<file path="config.mk">
export PLATFORM = sky130hd
export DESIGN_NAME = sim_run_ctrl
export DESIGN_NICKNAME = d
export VERILOG_FILES = /design/src/rtl/sim_run_ctrl.sv
export SDC_FILE = /design/constraint.sdc
export NUM_CORES = 1
export LEC_CHECK = 0
export CORE_UTILIZATION = 45
export DETAILED_ROUTE_END_ITERATION = 6
export PLACE_DENSITY = 0.73
export SYNTH_ARGS = -nofsm -noshare
export SYNTH_HDL_FRONTEND = slang
export SYNTH_SLANG_ARGS = --single-unit
</file>
<file path="constraint.sdc">
create_clock -name clk -period 3.51 [get_ports clk]
set_input_delay 0.8775 -clock clk [delete_from_list [all_inputs] [get_ports clk]]
set_output_delay 0.8775 -clock clk [all_outputs]
set_load 0.005 [all_outputs]
</file>
<file path="src/rtl/sim_run_ctrl.sv">
// sim_run_ctrl: core reset sequencing, run counters, halt/self-loop/watchdog completion monitor.
// Optional PC trace buffer enabled by defining SIM_RUN_CTRL_TRACE_EN.
module sim_run_ctrl #(
  parameter int PC_WIDTH    = 32,
  parameter int CNT_WIDTH   = 32,
  parameter int RST_CYCLES  = 2,
  parameter int MAX_CYCLES  = 1000,
  parameter int STALL_LIMIT = 4,
  parameter int TRACE_DEPTH = 16
) (
  input  logic                           clk,
  input  logic                           rst,
  input  logic                           start,
  input  logic [PC_WIDTH-1:0]            pc_in,
  input  logic                           instr_valid,
  input  logic                           halt_req,
  output logic                           core_rst,
  output logic                           running,
  output logic                           done,
  output logic                           timeout,
  output logic [CNT_WIDTH-1:0]           cycle_cnt,
  output logic [CNT_WIDTH-1:0]           instr_cnt,
  output logic [PC_WIDTH-1:0]            final_pc,
  input  logic [$clog2(TRACE_DEPTH)-1:0] trace_addr,
  output logic [PC_WIDTH-1:0]            trace_data
);
  localparam int AW = $clog2(TRACE_DEPTH);
  localparam int HW = RST_CYCLES > 1 ? $clog2(RST_CYCLES) : 1;
  localparam int SW = STALL_LIMIT > 0 ? $clog2(STALL_LIMIT + 1) : 1;
  typedef enum logic [2:0] {IDLE, HOLD, RUN, DONE, TIMEOUT} state_t;
  state_t              state;
  logic [HW-1:0]       hold_cnt;
  logic [SW-1:0]       stall_cnt;
  logic [PC_WIDTH-1:0] prev_pc;
  logic                prev_v;
  logic                go, repeat_pc, stall_hit, wdog_hit, end_done;
  always_comb begin
    go        = start && (state == IDLE || state == DONE || state == TIMEOUT);
    repeat_pc = instr_valid && prev_v && pc_in == prev_pc;
    stall_hit = STALL_LIMIT != 0 && repeat_pc && stall_cnt == SW'(STALL_LIMIT - 1);
    wdog_hit  = MAX_CYCLES != 0 && cycle_cnt == CNT_WIDTH'(MAX_CYCLES - 1);
    end_done  = halt_req || stall_hit;
  end
  always_ff @(posedge clk or negedge rst) begin
    if (!rst) begin
      state     <= IDLE;
      hold_cnt  <= '0;
      stall_cnt <= '0;
      prev_pc   <= '0;
      prev_v    <= 1'b0;
      core_rst  <= 1'b1;
      running   <= 1'b0;
      done      <= 1'b0;
      timeout   <= 1'b0;
      cycle_cnt <= '0;
      instr_cnt <= '0;
      final_pc  <= '0;
    end else if (go) begin
      state     <= HOLD;
      hold_cnt  <= '0;
      stall_cnt <= '0;
      prev_v    <= 1'b0;
      core_rst  <= 1'b1;
      running   <= 1'b0;
      done      <= 1'b0;
      timeout   <= 1'b0;
      cycle_cnt <= '0;
      instr_cnt <= '0;
      final_pc  <= '0;
    end else if (state == HOLD) begin
      if (hold_cnt == HW'(RST_CYCLES - 1)) begin
        state    <= RUN;
        core_rst <= 1'b0;
        running  <= 1'b1;
      end else hold_cnt <= hold_cnt + 1'b1;
    end else if (state == RUN) begin
      if (instr_valid) begin
        instr_cnt <= &instr_cnt ? instr_cnt : instr_cnt + 1'b1;
        prev_pc   <= pc_in;
        prev_v    <= 1'b1;
        stall_cnt <= repeat_pc ? stall_cnt + 1'b1 : '0;
      end
      // the terminating cycle is not counted, so a watchdog stop reports MAX_CYCLES-1
      if (end_done || wdog_hit) begin
        state    <= end_done ? DONE : TIMEOUT;
        done     <= end_done;
        timeout  <= !end_done;
        final_pc <= pc_in;
        core_rst <= 1'b1;
        running  <= 1'b0;
      end else cycle_cnt <= &cycle_cnt ? cycle_cnt : cycle_cnt + 1'b1;
    end else if (state != IDLE && state != DONE && state != TIMEOUT) state <= IDLE;
  end
`ifdef SIM_RUN_CTRL_TRACE_EN
  logic [PC_WIDTH-1:0] tbuf [TRACE_DEPTH];
  logic [AW-1:0]       wptr;
  always_ff @(posedge clk or negedge rst) begin
    if (!rst || go) begin
      wptr <= '0;
      for (int i = 0; i < TRACE_DEPTH; i++) tbuf[i] <= '0;
    end else if (state == RUN && instr_valid) begin
      tbuf[wptr] <= pc_in;
      wptr       <= wptr + 1'b1;
    end
  end
  assign trace_data = tbuf[wptr - 1'b1 - trace_addr];
`else
  logic unused_trace;
  assign unused_trace = ^trace_addr;
  assign trace_data   = '0;
`endif
endmodule

</file>
* Yosys cells after proc, flatten, opt, wreduce, memory -nomap -nowiden *
Cells that the tools add are included.

operators by class
  $add $sub $neg = 4
  equal/unequal tests = 15
  multiplexer cells = 51
  bitwise gates (word level) = 2
  reductions and logical operators = 29

operator list
  operator                                          number
  2-to-1 mux 32 bit                                 14
  adder 32 x 1 -> 32 bit (second input constant)    2
  AND reduction 32 bit                              2
  2-to-1 mux 3 bit                                  12
  == test 32 x 10 -> 1 bit (second input constant)  1
  == test 32 bit                                    1
  2-to-1 mux 1 bit                                  25
  AND reduction 3 bit                               4
  AND reduction 4 bit                               3
  == test 3 x 2 -> 1 bit (second input constant)    3
  nonzero test 3 bit                                3
  != test 2 bit (second input constant)             4
  nonzero test 2 bit                                4
  logical AND 1 bit                                 6
  != test 3 bit (second input constant)             2
  logical OR 1 bit                                  4
  != test 4 x 3 -> 1 bit (second input constant)    1
  nonzero test 4 bit                                1
  adder 3 x 1 -> 3 bit (second input constant)      1
  == test 3 x 1 -> 1 bit (second input constant)    1
  == test 3 bit (second input constant)             1
  zero test 3 bit                                   1
  != test 3 x 2 -> 1 bit (second input constant)    1
  inverter 1 bit                                    2
  2 further kinds                                   2

storage, ports and cells
  bits in registers = 140
  input port bits = 41
  output and inout port bits = 132
  logic and storage cells = 113

* Longest topological paths before layout *
  depth after elaboration = 9
  gate-level depth with buffers = 9
  mapped depth without buffers = 7

* Worst setup path after synthesis *
Ideal clock, no wire load.

  kind = input -> register
  start point = in pc_in[16]
  end point = reg final_pc[10]
  library setup time = 0.124 ns
  data arrival time = 2.431 ns
  required time = 3.386 ns
  slack = 0.955 ns
  cell stages on the path = 9
  path buffers = 3
  cells stage by stage = xor2_1 nor4_1 nand4_1 o31ai_2 buf_4 o21ai_2 buf_6 buf_6 mux2i_1

on the way
  word-level cells in the longest chain between the ends = 7

RTL lines
  what                           RTL line  RTL
  start, declared                14        input logic [PC_WIDTH-1:0] pc_in,
  == test 32 bit                 39        repeat_pc = instr_valid && prev_v && pc_in == prev_pc;
  logical AND 1 bit              39
  logical AND 1 bit              40        stall_hit = STALL_LIMIT != 0 && repeat_pc && stall_cnt == SW'(STALL_LIMIT - 1);
  logical OR 1 bit               42        end_done = halt_req || stall_hit;
  logical OR 1 bit               84        if (end_done || wdog_hit) begin
  nonzero test 2 bit (no line)   n/a
  AND reduction 3 bit (no line)  n/a
  end signal, assigned           88        final_pc <= pc_in;
  end, declared                  23        output logic [PC_WIDTH-1:0] final_pc,

No other way between the ends.
A chain may end at the register's enable or synchronous reset.

* Worst setup path after layout *
  start point = in pc_in[27]
  end point = reg final_pc[17]

Same word-level chain as after synthesis.

==> impl_metrics.json <==
{
  "p_leak_nw": 4.24,
  "synthDistinctLibCells": 57,
  "post-dp-hpwl_mm": 12.3,
  "end_kind": "register",
  "syn_area_sq_mm": 0.00755,
  "required_ps": 3840,
  "postSynthCellCount": 804,
  "grt_max_degree": 72,
  "layout_common_cells": "dfrtp_1, clkdlybuf4s50_1, nand2_1",
  "syn_area_per_cell_sq_um": 9.39,
  "drtPass1Iterations": 5,
  "totalWireLength_mm": 18.1,
  "path_class": "primary input to register",
  "num_io_pins": 173,
  "die-area_sq_mm": 0.0173,
  "hold_violations": 0,
  "fin_tns_setup_ps": 0,
  "rsz0062_at_grt": "false",
  "drt-vias-per-instance": 5.38,
  "fmax_mhz": 344,
  "period_needed_ps": 2910,
  "nets": 977,
  "powerDensity_mw_per_mm2": 587,
  "fin_ws_ps": 603,
  "syn_to_final_growth_pct": 26.8,
  "worstPathArrival_ps": 3230,
  "setup.worst_path.start_class": "primary input",
  "postCtsSetupBuffers": 0,
  "drc": 0,
  "maxCapViolCount": 0,
  "grt_pass1_wl_mm": 30.5,
  "grt.total_usage_pct": 21.7,
  "instances_no_fill": 1158,
  "layout_commonest_cell": "dfrtp_1",
  "ctsHoldBuffers": 0,
  "grt_overflow_total": 0,
  "clock_sinks": 140,
  "vias": 6227,
  "grt_pass1_vias": 6063,
  "rows": 46,
  "cts_buffer_depth": 2,
  "clkLatencyLatePin_ps": 420,
  "first_iter_violations": 430,
  "synth-main-ff-cell": "dfrtp_1",
  "maxSlewViolCount": 0,
  "antenna_cells": 0,
  "die_w_microns": 132,
  "grt_antenna_before_repair": 1,
  "status": "completed",
  "cts_made_buffers": 17,
  "portBuffers": 136,
  "ys.warnings.count": 0,
  "synth_edf_count": 0,
  "die_h_microns": 132,
  "dpl_worst_slack_ps": 157,
  "dp_cells": 1129,
  "path_max_fanout": 34,
  "finClkSkew_ps": 8.67,
  "ant_nets": 0,
  "ys_ff_latch": 140,
  "cts_resized": 0,
  "hold_path_class": "primary input to async pin",
  "drive_above_1_share_pct": 7.11,
  "h-tree-depth": 4,
  "async_flop_share_pct": 100,
  "clkTransAtPathRegs_ps": 60,
  "start_util_pct": 46.9,
  "cts_root_buf": "clkbuf_16",
  "wl_per_cell_microns": 15.6,
  "peakVddDrop_mv": 0.442,
  "whs_ps": 453,
  "final_util_pct": 59.4,
  "globalplace.congestion": 0.818,
  "cts_tree": "built",
  "relSlewSlack_pct": 38.0,
  "yosysSeqAreaShare_pct": 46.4,
  "core-area_sq_mm": 0.0161,
  "post-route-period-util_pct": 82.8,
  "finalSetupViolCount": 0,
  "tightest_slew_ps": 922
}
==> synthesized netlist by cell type (6+ instances only) <==
library cell | instances | area share, %
nor4_1 | 8 | 0.66
and3_1 | 13 | 1.1
nor3_1 | 17 | 1.1
o21ai_0 | 47 | 3.1
mux2i_1 | 39 | 5.2
a211oi_1 | 6 | 0.60
buf_4 | 37 | 3.7
and4_1 | 6 | 0.70
nand4_1 | 30 | 2.5
xor2_1 | 38 | 4.4
dfrtp_1 | 139 | 46
clkbuf_1 | 24 | 1.2
o31ai_1 | 23 | 2.3
or3_1 | 12 | 0.99
or4_1 | 21 | 2.1
buf_2 | 7 | 0.46
xnor2_1 | 17 | 2.0
buf_6 | 8 | 1.2
nand3_1 | 29 | 1.9
nand2_1 | 110 | 5.5
nor4_2 | 6 | 0.99
inv_1 | 42 | 2.1
a21oi_1 | 39 | 2.6
nor2_1 | 39 | 1.9
==> layout make-up <==
type	instances	area, sq um
fill	1439	6540
multi-input combinational	576	3540
sequential	140	3500
timing repair buffer	154	1560
clock buffer	20	437
tap	216	270
inverter	43	161
clock inverter	9	100
==> routing by layer <==
metal | vias up | track usage, % | wire length (microns)
li1 | 3019 | - | -
met1 | 3011 | 28.4 | 8130
met2 | 170 | 34.9 | 8690
met3 | 25 | 4.94 | 973
met4 | 2 | 8.20 | 308
met5 | - | 0 | 16
==> report_power, final <==
| part | switching (mW) | leakage (nW) | internal [mW] |
|---|---|---|---|
| Combinational | 0.908 | 2.11 | 0.755 |
| Sequential | 0.293 | 1.87 | 1.97 |
| Clock | 0.665 | 0.261 | 1.03 |
| Total | 1.87 | 4.24 | 3.75 |
==> flip-flops by register name, summed over array words and instances (netlist names), 3 cells and up <==
name       count
cycle_cnt     32
final_pc      32
state          3
stall_cnt      3
instr_cnt     32
prev_pc       32
==> metrics by stage <==
step                      instance area [sq um]  power (mW)
after floorplan                            7670        3.28
after global placement                     9040        3.91
after detailed placement                   9040        3.96
after CTS                                  9570        5.67
after global routing                       9570        5.95
final                                      9570        5.62
==> final timing paths <==
path / slack, ps / startpoint / cells after the start / end
worst max-delay path: 600 / pc_in[27] / 9 / final_pc[17]
worst min-delay path: 450 / rst / 1 / prev_pc[20]
worst max register to register: 810 / cycle_cnt[0] / 9 / cycle_cnt[5]
worst min register to register: 470 / prev_v / 2 / prev_v
max in group asynchronous: 2330 / rst / 2 / core_rst
min in group clk: 470 / prev_v / 2 / prev_v
==> cells by family after synthesis <==
group,share of synthesized area [%]
fa+ha+maj,0.663
other cells,0.0497
buf+inv,8.67
xor+xnor,6.38
flops,46.4
mux,5.47
simple gates,21.7
compound gates,10.6
==> critical path, stage by stage <==
cell and delay (ps):
clkdlybuf4s50_1 430, xor2_1 200, nor4_2 430, nand4b_1 240, o31ai_4 370, buf_4 180
o21ai_4 60, buf_12 220, mux2i_1 210
No activity file was read; power rests on OpenSTA's default activity.
